===== src/rtl/mealy_seq_detector.sv =====
// Parametrised Mealy serial-pattern detector.
// Tracks the length of the matched PATTERN prefix, with KMP-style fallback on
// mismatch, and flags a hit combinationally on the final matching bit.
// A saturating counter records the number of hits.
module mealy_seq_detector #(
    parameter int           N       = 3,
    parameter logic [N-1:0] PATTERN = 3'b101,
    parameter bit           OVERLAP = 1'b0,
    parameter int           CNT_W   = 8
) (
    input  logic                 clk,
    input  logic                 reset,
    input  logic                 en,
    input  logic                 x,
    input  logic                 clr,
    output logic                 y,
    output logic [$clog2(N)-1:0] state_o,
    output logic [CNT_W-1:0]     match_cnt
);

    localparam int SW = $clog2(N);

    // Elaboration-time transition: from prefix length k, append bit b and
    // return the longest j < N such that the last j bits equal the first j
    // PATTERN bits. j = N is the hit itself, so the result for the final bit
    // of a hit is the longest proper border of PATTERN.
    function automatic int kmp_next(input int k, input int b);
        int best;
        int idx;
        bit ok;
        bit sb;
        best = 0;
        for (int j = 1; j < N; j++) begin
            if (j <= k + 1) begin
                ok = 1'b1;
                for (int t = 0; t < N; t++) begin
                    if (t < j) begin
                        idx = k + 1 - j + t;
                        sb  = (idx < k) ? PATTERN[N-1-idx] : b[0];
                        if (sb != PATTERN[N-1-t]) ok = 1'b0;
                    end
                end
                if (ok) best = j;
            end
        end
        return best;
    endfunction

    logic [SW-1:0]    nxt0 [N];
    logic [SW-1:0]    nxt1 [N];
    logic [SW-1:0]    state_q, state_d;
    logic [SW-1:0]    fail_nxt;
    logic [CNT_W-1:0] cnt_q, cnt_d;
    logic             hit;

    for (genvar k = 0; k < N; k++) begin : g_nxt
        localparam int NX0 = kmp_next(k, 0);
        localparam int NX1 = kmp_next(k, 1);
        assign nxt0[k] = SW'(NX0);
        assign nxt1[k] = SW'(NX1);
    end

    // Look up the transition for the current state; unreachable encodings go to 0.
    always_comb begin
        fail_nxt = '0;
        for (int k = 0; k < N; k++) begin
            if (state_q == SW'(k)) fail_nxt = x ? nxt1[k] : nxt0[k];
        end
    end

    // Mealy hit: last prefix bit matched and the incoming bit completes the pattern.
    always_comb begin
        hit = reset & en & (state_q == SW'(N - 1)) & (x == PATTERN[0]);
    end

    // Next state: hold when idle, restart after a hit in non-overlap mode.
    always_comb begin
        state_d = state_q;
        if (en) begin
            if (hit && !OVERLAP) state_d = '0;
            else                 state_d = fail_nxt;
        end
    end

    // Hit counter: clear wins over a simultaneous hit; saturates at all-ones.
    always_comb begin
        cnt_d = cnt_q;
        if (clr)                      cnt_d = '0;
        else if (hit && cnt_q != '1)  cnt_d = cnt_q + CNT_W'(1);
    end

    // State and counter registers with asynchronous active-low reset.
    always_ff @(posedge clk or negedge reset) begin
        if (!reset) begin
            state_q <= '0;
            cnt_q   <= '0;
        end else begin
            state_q <= state_d;
            cnt_q   <= cnt_d;
        end
    end

    assign y         = hit;
    assign state_o   = state_q;
    assign match_cnt = cnt_q;

endmodule


===== config.mk =====
export PLATFORM = sky130hd
export DESIGN_NAME = mealy_seq_detector
export DESIGN_NICKNAME = d
export VERILOG_FILES = /design/src/rtl/mealy_seq_detector.sv
export SDC_FILE = /design/constraint.sdc
export NUM_CORES = 1
export LEC_CHECK = 0
export ABC_CLOCK_PERIOD_IN_PS = 2200
export CORE_MARGIN = 2
export CORE_UTILIZATION = 38
export DETAILED_ROUTE_END_ITERATION = 6
export PLACE_DENSITY = 0.64
export REMOVE_ABC_BUFFERS = 1
export SLEW_MARGIN = 20
export SYNTH_ARGS = -nofsm -noshare
export SYNTH_HDL_FRONTEND = slang
export SYNTH_SLANG_ARGS = --single-unit

===== constraint.sdc =====
create_clock -name clk -period 2.2 [get_ports clk]
set_clock_uncertainty 0.1 [all_clocks]
set_input_delay 0.55 -clock clk [delete_from_list [all_inputs] [get_ports clk]]
set_output_delay 0.55 -clock clk [all_outputs]
set_load 0.1 [all_outputs]

==> results_dict.tcl, run 1 <==
set metrics [dict create \
    status "finished clean" \
    start_util 0.414 \
    fin_crit_ns 2.00 \
    worstSkewPairLatency_ns 0.27 \
    drt_iter0_markers 6 \
    wl_per_cell_um 12.7 \
    synth_cells 56 \
    critPathMaxFanout 2 \
    synth_seq_cells 10 \
    dieArea_um2 1770 \
    endpoint_kind "output port" \
    fmax_ghz 0.501 \
    synth_area_per_cell_um2 9.85 \
    setup_viol 0 \
    drc 0 \
    crit_path_end "y" \
    rr_worst_depth 6 \
    synth_ff_type "dfrtp_1" \
    numPortBuffers 15 \
    p_leak_nw 0.407 \
    worstPathRequired_ns 1.55 \
    core_area_um2 1330 \
    die_y_um 42.1 \
    grtUsageTotal 0.159 \
    antenna_found_initial 0 \
    final_layout_size_suffix_gt1_frac 0.304 \
    io_pins 16 \
    cts_root_buf "clkbuf_4" \
    clock_sinks 10 \
    r2r-start "match_cnt[1]" \
    synth_cell_type_count 25 \
    dieWidth_um 42.1 \
    dpl_cell_area_um2 835 \
    vias 505 \
    critPathLaunchType "input port" \
    cts_hold_repair.buffers 0 \
    synth-edff-count 0 \
    fin_area_um2 878 \
    grt_pass1_vias 489 \
    power_density_nw_per_um2 501 \
    netlist_area_um2 552 \
    cts_tree "built" \
    nFillCells 115 \
    crit_start "en" \
    synthArstFlopShare 1.00 \
    vias_per_cell 5.37 \
    fin_hold_ws_ns 0.227 \
    fin_crit_sh 0.908 \
    tightestPinTransition_ns 0.312 \
    slew_headroom 0.791 \
    wl_um 1200 \
    nets 86 \
    postLayoutCoreUtil 0.659 \
    critical_path_arrival_ns 1.35 \
    dpl.hpwl_um 883 \
    ys.warnings.count 0 \
    ant_nets 0 \
    drv_cap 0 \
    r2r-end "match_cnt[1]" \
    rows 13 \
    tns_ns 0 \
    syn2layout_area_growth_pct 59.2 \
    h-tree-depth 1 \
    ff2ff_setup_slack_ns 0.42 \
    drt_first_pass_iters 4 \
    place.gp.congestion 0.777 \
    finalPower_mw 0.440 \
    clkTransAtPathRegs_ns 0.07 \
    hold_violations 0 \
    synth-seq-area-share 0.454 \
    ir_drop_uv 448 \
    diodes 0 \
    clk_path_buf_depth 2 \
    rsz0062_at_grt "no" \
    critPathKind "input port to output port" \
    min_path_type "input port to async pin" \
    grt-ovfl-total 0 \
    report.final.slew_viol_count 0 \
    cts_made_buffers 3 \
    grt_max_degree 12 \
    grt_pass1_wl_um 2100 \
]
==> state kept, by name (all words and copies together) (netlist names) <==
| register | count |
|---|---|
| match_cnt | 8 |
| state_o | 2 |
==> through the flow <==
step | std cells | setup slack [ns]
6_report | 94 | 0.203
5_1_grt | 94 | 0.181
4_1_cts | 94 | 0.199
3_5_place_dp | 89 | -0.0502
3_3_place_gp | 89 | -0.0441
2_1_floorplan | 53 | -0.623
==> cells in the final DEF, fill, tap and decap left out, drive strengths merged <==
cell           netlist  layout
o21ai                4       4
xor2                 2       2
dlygate4sd2          0       2
mux2i                3       3
and4b                1       1
a21oi                2       2
and4                 2       2
mux2                 1       1
ha                   1       1
nand2                2       2
nand4                3       3
clkbuf               0       4
nor3                 2       2
clkdlybuf4s50        0       2
nand3                5       5
a211oi               1       1
o211ai               1       1
and2                 1       1
inv                  2       2
buf                  3      18
dfrtp               10      10
nor2                 5       5
and3                 2       2
o2111ai              1       1
or3                  2       2
==> timing repair <==
item,CTS,global route
endpoints found under the hold margin,0,0
buffers inserted,1,0
setup endpoints to repair,1,0
resized for setup,3,0
==> final cells by class <==
class                   instances  area (um2)  share of cell area
clock buffers                   4        36.3              0.0413
repair buffers                 22         285               0.325
flip-flops and latches         10         250               0.285
well taps                      15        18.8              0.0214
multi-input cells              41         280               0.319
inverters                       2        7.51             0.00855
==> how the worst min path moves through the flow <==
stage | slack (ns) | startpoint | end
2_1_floorplan | 0.15 | reset | match_cnt[0]
3_3_place_gp | 0.46 | state_o[0] | state_o[0]
3_5_place_dp | 0.50 | state_o[1] | state_o[1]
4_1_cts | 0.24 | reset | match_cnt[6]
5_1_grt | 0.25 | reset | state_o[1]
6_report | 0.23 | reset | state_o[1]
==> cells by family after synthesis <==
kind of cell	synth area share
adders and majority gates	0.0227
muxes	0.0748
buffers and inverters	0.0431
xor gates and xnor gates	0.0318
AOI/OAI and AO/OA	0.122
DFF	0.454
and+or+nand+nor	0.252
==> power breakdown <==
group	leakage [nW]	total (mW)	internal, mW	switching (mW)
clock	0.0210	0.167	0.101	0.0660
sequential	0.137	0.194	0.188	0.00573
combinational	0.248	0.0798	0.0275	0.0523
==> synth_stat cells, types with 2 or more instances <==
cell / instances / area share
dfrtp_1: 10 / 0.45
nand3_1: 5 / 0.045
nor2_1: 5 / 0.034
mux2i_1: 3 / 0.054
nand4_1: 3 / 0.034
o21ai_0: 3 / 0.027
a21oi_1: 2 / 0.018
and3_1: 2 / 0.023
and4_1: 2 / 0.032
inv_1: 2 / 0.014
nand2_1: 2 / 0.014
nor3_1: 2 / 0.018
or3_1: 2 / 0.023
xor2_1: 2 / 0.032
==> layer usage <==
metal	routed length [um]	part of all wire	GRT usage	vias up
li1	-	-	-	251
met1	578	0.48	0.194	233
met2	502	0.42	0.250	18
met3	92	0.077	0.0431	3
met4	25	0.021	0.0938	0
met5	0	0	0	-
==> worst max-delay path, cell delays in order <==
cell             delay (ns)
clkdlybuf4s50_1        0.48
and2_4                 0.15
buf_12                 0.16
Power figures use the tool's default switching activity.
==> run 2: changes to the inputs <==
--- a/config.mk
+++ b/config.mk
@@ -5,11 +5,13 @@
 export SDC_FILE = /design/constraint.sdc
 export NUM_CORES = 1
 export LEC_CHECK = 0
-export ABC_CLOCK_PERIOD_IN_PS = 2200
+export ABC_AREA = 1
+export ABC_CLOCK_PERIOD_IN_PS = 1600
 export CORE_MARGIN = 2
 export CORE_UTILIZATION = 38
 export DETAILED_ROUTE_END_ITERATION = 6
-export PLACE_DENSITY = 0.64
+export DONT_BUFFER_PORTS = 1
+export PLACE_DENSITY = 0.52
 export REMOVE_ABC_BUFFERS = 1
 export SLEW_MARGIN = 20
 export SYNTH_ARGS = -nofsm -noshare
==> constraint.sdc (replaced) <==
create_clock -name clk -period 1.6 [get_ports clk]
set_clock_uncertainty 0.1 [all_clocks]
set_input_delay 0.4 -clock clk [delete_from_list [all_inputs] [get_ports clk]]
set_output_delay 0.4 -clock clk [all_outputs]
set_load 0.1 [all_outputs]
==> run 2 against run 1 <==
  * Combinational power grew 40%
  * Total power grew 39%
  * Routed wire length rose by 18%
  * Critical endpoint unchanged
  * Synthesized cell count rose by 43%
  * Hold slack got worse by 0.089 ns
  * Sequential share of layout area rose by 1.7 points
  * Sequential cell count unchanged
  * Core utilization is 13 points lower
==> results_dict.tcl, run 2 <==
set metrics [dict create \
    status "finished clean" \
    final_layout_size_suffix_gt1_frac 0.327 \
    grtUsageTotal 0.178 \
    core_area_um2 1560 \
    drt_first_pass_iters 4 \
    worstPathRequired_ns 1.10 \
    synth_seq_cells 10 \
    clk_path_buf_depth 2 \
    slowest_stage "dfrtp_1" \
    netlist_area_um2 648 \
    slew_headroom 0.679 \
    diodes 0 \
    antenna_found_initial 0 \
    start_util 0.416 \
    drc 0 \
    ant_nets 0 \
    clkTransAtPathRegs_ns 0.08 \
    endpoint_kind "output port" \
    power_density_nw_per_um2 740 \
    ys.warnings.count 0 \
    synthArstFlopShare 1.00 \
    wl_um 1420 \
    critPathKind "register to output port" \
    critical_path_arrival_ns 1.09 \
    path_cells "nand3_2 -> nor2_8 -> buf_12" \
    min-delay-start "en" \
    largest_reg_flops 8 \
    cts_root_buf "clkbuf_4" \
    grt_max_degree 11 \
    synth_top_area_cell "dfrtp_1" \
    final_cell_mix "nand2_1 (21), buf_4 (12), nand3_1 (10), dfrtp_1 (10), nor2_1 (8)" \
    nets 105 \
    grt_pass1_wl_um 2500 \
    syn2layout_area_growth_pct 28.0 \
    synth_ff_type "dfrtp_1" \
    fin_crit_ns 1.59 \
    nFillCells 154 \
    critPathMaxFanout 2 \
    die_y_um 45.3 \
    min_path_type "input port to register" \
    hold_violations 0 \
    dieWidth_um 45.3 \
    tns_ns 0 \
    rsz0062_at_grt "yes" \
    synth_cell_type_count 25 \
    drt_iter0_markers 11 \
    synth_area_per_cell_um2 8.10 \
    cts_made_buffers 3 \
    tightestPinTransition_ns 0.480 \
    netlist.area_leader.share 0.386 \
    p_leak_nw 0.395 \
    dpl.hpwl_um 1040 \
    worstSkewPairLatency_ns 0.27 \
    ir_drop_uv 705 \
    vias_per_cell 5.07 \
    synth-edff-count 0 \
    r2r-start "match_cnt[0]" \
    dieArea_um2 2050 \
    fin_crit_sh 0.996 \
    critPathLaunchType "register" \
    h-tree-depth 1 \
    synth-seq-area-share 0.386 \
    synthTopCellsByCount "nand2_1 (21), dfrtp_1 (10), nand3_1 (10)" \
    place.gp.congestion 0.747 \
    critical-path-max-stage-delay_ns 0.37 \
    yosys-top-cells-area "dfrtp_1 (39%), nand2_1 (12%), nand3_1 (7.7%)" \
    final_common_cell "nand2_1" \
    grt_pass1_vias 573 \
    post-synth-top-count-cell "nand2_1" \
    setup_viol 0 \
    cts_tree "built" \
    grt-ovfl-total 0 \
    numPortBuffers 0 \
    drv_cap 0 \
    wl_per_cell_um 12.4 \
    postLayoutCoreUtil 0.532 \
    report.final.slew_viol_count 0 \
    rows 14 \
    io_pins 16 \
    vias 578 \
    fmax_ghz 0.628 \
    crit_start "state_o[1]" \
    synth_cells 80 \
    clock_sinks 10 \
]
[run 2: worst max-delay path, delay by kind of cell (launching register included)]
| family | cells | cell delay [ns] |
|---|---|---|
| simple gates | 2 | 0.26 |
| flops | 1 | 0.37 |
| buf+inv | 1 | 0.18 |
[run 2: repair_timing]
action,CTS,global route
endpoints found under the setup margin,1,1
hold endpoints to repair,10,0
pin swaps,2,0
gates resized for setup,1,0
hold buffers,1,0
buffers inserted,2,0
[run 2: area by class of cell]
| cell class | count | area (um2) | area share |
|---|---|---|---|
| Multi-Input combinational cell | 62 | 359 | 0.433 |
| Sequential cell | 10 | 250 | 0.302 |
| Timing Repair Buffer | 14 | 120 | 0.145 |
| Inverter | 8 | 43.8 | 0.0528 |
| Clock buffer | 4 | 36.3 | 0.0437 |
| Tap cell | 16 | 20.0 | 0.0241 |
[run 2: power by group]
part	switching, mW	internal, mW	total (mW)	leakage [nW]
clock	0.100	0.138	0.239	0.0210
combinational	0.0831	0.0285	0.112	0.238
sequential	0.00462	0.259	0.264	0.136
total	0.188	0.426	0.614	0.395
[run 2: path summary, 6_finish.rpt]
path,to,slack [ns],depth (start not counted)
setup reg to reg,match_cnt[1],0.19,8
hold / removal,state_o[1],0.14,2
min in group asynchronous,match_cnt[6],0.41,1
hold reg to reg,match_cnt[0],0.49,2
setup / recovery,y,0.007,3
max in group asynchronous,match_cnt[2],0.66,1
[run 2: per-layer routing]
layer / share of wire / vias up / global-route usage / routed length, um
met1: 0.50 / 262 / 0.227 / 706
li1: - / 299 / - / -
met4: 0.031 / 0 / 0.124 / 44
met2: 0.43 / 13 / 0.271 / 616
met5: 0 / - / 0 / 0
met3: 0.036 / 4 / 0.0280 / 51
[run 2: logic make-up after synthesis]
group | after synthesis | synth area share
simple gates | 51 | 0.419
flops | 10 | 0.386
compound gates | 8 | 0.0811
buf+inv | 8 | 0.0676
xor+xnor | 2 | 0.0270
fa+ha+maj | 1 | 0.0193
[run 2: through the flow]
step,instance area (um2),power (mW),std cells,worst slack (ns),hold slack [ns]
floorplan,648,0.349,80,-0.522,0.00441
global placement,763,0.367,107,0.197,0.00470
detailed placement,763,0.366,107,0.191,0.00471
CTS,830,0.622,114,0.000450,0.134
global route,830,0.639,114,-0.0353,0.155
finish,830,0.614,114,0.00691,0.138
==> run 3: changes to the inputs <==
--- a/config.mk
+++ b/config.mk
@@ -6,14 +6,14 @@
 export NUM_CORES = 1
 export LEC_CHECK = 0
 export ABC_AREA = 1
-export ABC_CLOCK_PERIOD_IN_PS = 1600
+export ABC_CLOCK_PERIOD_IN_PS = 1550
 export CORE_MARGIN = 2
-export CORE_UTILIZATION = 38
+export CORE_UTILIZATION = 50
 export DETAILED_ROUTE_END_ITERATION = 6
 export DONT_BUFFER_PORTS = 1
-export PLACE_DENSITY = 0.52
+export PLACE_DENSITY = 0.63
 export REMOVE_ABC_BUFFERS = 1
-export SLEW_MARGIN = 20
+export SLEW_MARGIN = 0
 export SYNTH_ARGS = -nofsm -noshare
 export SYNTH_HDL_FRONTEND = slang
 export SYNTH_SLANG_ARGS = --single-unit
==> constraint.sdc (replaced) <==
create_clock -name clk -period 1.55 [get_ports clk]
set_clock_uncertainty 0.1 [all_clocks]
set_input_delay 0.3875 -clock clk [delete_from_list [all_inputs] [get_ports clk]]
set_output_delay 0.3875 -clock clk [all_outputs]
set_load 0.1 [all_outputs]
==> run 3 against run 2 <==
  * Non-clock buffer count grew 2
  * First-iteration DRC count increased by 45%
  * Worst setup slack got worse by 0.037 ns
  * Largest cell class unchanged
  * Critical endpoint unchanged
  * Critical path depth is 1 higher
  * Via count rose by 1.2%
  * Register-to-register slack got worse by 0.03 ns
  * Routed wire length rose by 6.8%
  * The run now ends with negative setup slack left
  * Cell count did not move
  * Hold slack worse by 0.00073 ns
  * Sequential cell count is the same
==> results_dict.tcl, run 3 (synthesized netlist as in run 2, its figures left out) <==
set metrics [dict create \
    path_cells "inv_2 -> nand2_4 -> nor2_8 -> buf_12" \
    ant_nets 0 \
    pwr-share-comb 0.198 \
    syn2layout_area_growth_pct 33.4 \
    diodes 0 \
    worstSkewPairLatency_ns 0.27 \
    slowest_stage "dfrtp_1" \
    core_area_um2 1160 \
    whs_endpoint "state_o[1]" \
    ff2ff_setup_slack_ns 0.16 \
    rows 12 \
    grt_use_met2 0.359 \
    crit_buf_inv 2 \
    min-delay-start "en" \
    wl_per_cell_um 13.3 \
    clkTransAtPathRegs_ns 0.07 \
    critPathKind "register to output port" \
    die_y_um 40.0 \
    io_pins 16 \
    h-tree-depth 1 \
    antenna_found_initial 0 \
    status "complete, but fails checks" \
    report.final.slew_viol_count 0 \
    vias_per_cell 5.13 \
    final_common_cell "nand2_1" \
    fin_crit_ns 1.58 \
    slew_headroom 0.680 \
    fin_crit_sh 1.02 \
    place.gp.congestion 0.692 \
    r2r-end "match_cnt[5]" \
    dpl.hpwl_um 1010 \
    cts_root_buf "clkbuf_4" \
    cts_tree "built" \
    wl_um 1520 \
    start_util 0.561 \
    nets 107 \
    dieWidth_um 40.0 \
    fmax_ghz 0.633 \
    tns_ns -0.0301 \
    clock_sinks 10 \
    critPathMaxFanout 2 \
    clk_path_buf_depth 2 \
    grt_pass1_wl_um 2420 \
    drv_cap 0 \
    power_density_nw_per_um2 741 \
    violations "negative setup slack" \
    p_leak_nw 0.410 \
    grt_max_degree 11 \
    largest_reg_flops 8 \
    switching_share 0.301 \
    crit_start "state_o[0]" \
    critical_path_arrival_ns 1.09 \
    pwr-share-seq 0.427 \
    intPower_mw 0.448 \
    cp_top_family "flip-flops" \
    finalPower_mw 0.641 \
    final_cell_mix "nand2_1 (21), buf_4 (11), nand3_1 (10), dfrtp_1 (10), nor2_1 (8)" \
    hold_violations 0 \
    p_switching_mw 0.193 \
    tightestPinTransition_ns 0.478 \
    nFillCells 88 \
    grtUsageTotal 0.234 \
    grt_pass1_vias 524 \
    holdPathStages 2 \
    grtUsageMet1 0.310 \
    drt_iter0_markers 16 \
    min_path_type "input port to register" \
    clkPwrFrac 0.375 \
    critPathLaunchType "register" \
    ir_drop_uv 515 \
    met3_usage 0.0556 \
    critical-path-max-stage-delay_ns 0.39 \
    dieArea_um2 1600 \
    endpoint_kind "output port" \
    rr_worst_depth 7 \
    grt-ovfl-total 0 \
    r2r-start "match_cnt[0]" \
    rsz0062_at_grt "yes" \
    final_layout_size_suffix_gt1_frac 0.340 \
    drc 0 \
    setup_viol 1 \
    numPortBuffers 0 \
    top_usage_layer "met2" \
    drt_first_pass_iters 4 \
    worstPathRequired_ns 1.06 \
    fin_ws_ns -0.0301 \
    vias 585 \
    cts_made_buffers 3 \
]
run 3: cell count changes in the layout (fill, tap and decap cells not counted):
| cell | before | now |
|---|---|---|
| nand3_2 | 1 | 0 |
| buf_8 | 0 | 1 |
| nand3_4 | 1 | 2 |
| buf_6 | 0 | 2 |
| buf_4 | 12 | 11 |
run 3: how the worst max path moves through the flow:
stage | slack, ns | to | cells past startpoint
finish | -0.03 | y | 4
global route | -0.06 | y | 4
CTS | -0.01 | y | 3
detailed placement | 0.16 | y | 4
global placement | 0.18 | y | 4
floorplan | -0.57 | match_cnt[2] | 5
run 3: metrics by stage:
| step | instances | utilization | setup WS (ns) | hold WS (ns) | cell area, um2 |
|---|---|---|---|---|---|
| 2_1_floorplan | 80 | - | -0.572 | -0.00809 | 648 |
| 3_3_place_gp | 105 | 0.658 | 0.176 | -0.00786 | 761 |
| 3_5_place_dp | 105 | 0.658 | 0.162 | -0.00776 | 761 |
| 4_1_cts | 113 | 0.722 | -0.0134 | 0.134 | 835 |
| 5_1_grt | 114 | 0.748 | -0.0610 | 0.150 | 865 |
| 6_report | 114 | 0.748 | -0.0301 | 0.137 | 865 |
run 3: worst register-to-register path: cells and delay by family (launching register included):
| kind | cells | cell delay [ns] |
|---|---|---|
| buffers and inverters | 1 | 0.32 |
| flip-flops | 1 | 0.36 |
| AND/OR/NAND/NOR | 6 | 0.58 |
run 3: power groups by stage:
| stage | logic, mW | registers, mW | clock network [mW] |
|---|---|---|---|
| after floorplan | 0.0319 | 0.328 | 0 |
| after global placement | 0.101 | 0.277 | 0 |
| after detailed placement | 0.101 | 0.277 | 0 |
| after CTS | 0.121 | 0.272 | 0.243 |
| after global routing | 0.132 | 0.274 | 0.256 |
| final | 0.127 | 0.274 | 0.240 |
run 3: metal layers:
layer	wire, um	vias up
met5	0	-
met4	10	0
met3	83	2
met2	728	17
met1	693	268
li1	-	298
run 3: layout make-up:
type / count / area (um2) / area share
Tap cell: 14 / 17.5 / 0.0203
Inverter: 8 / 43.8 / 0.0507
Timing Repair Buffer: 16 / 150 / 0.174
Sequential cell: 10 / 250 / 0.289
Multi-Input combinational cell: 62 / 367 / 0.424
Clock buffer: 4 / 36.3 / 0.0420
run 3: what timing repair did:
item | CTS | global route
resized for setup | 1 | 5
hold endpoints to repair | 10 | 0
pin swaps | 2 | 2
setup endpoints to repair | 1 | 4
hold buffers | 1 | 0
setup buffers | 3 | 1
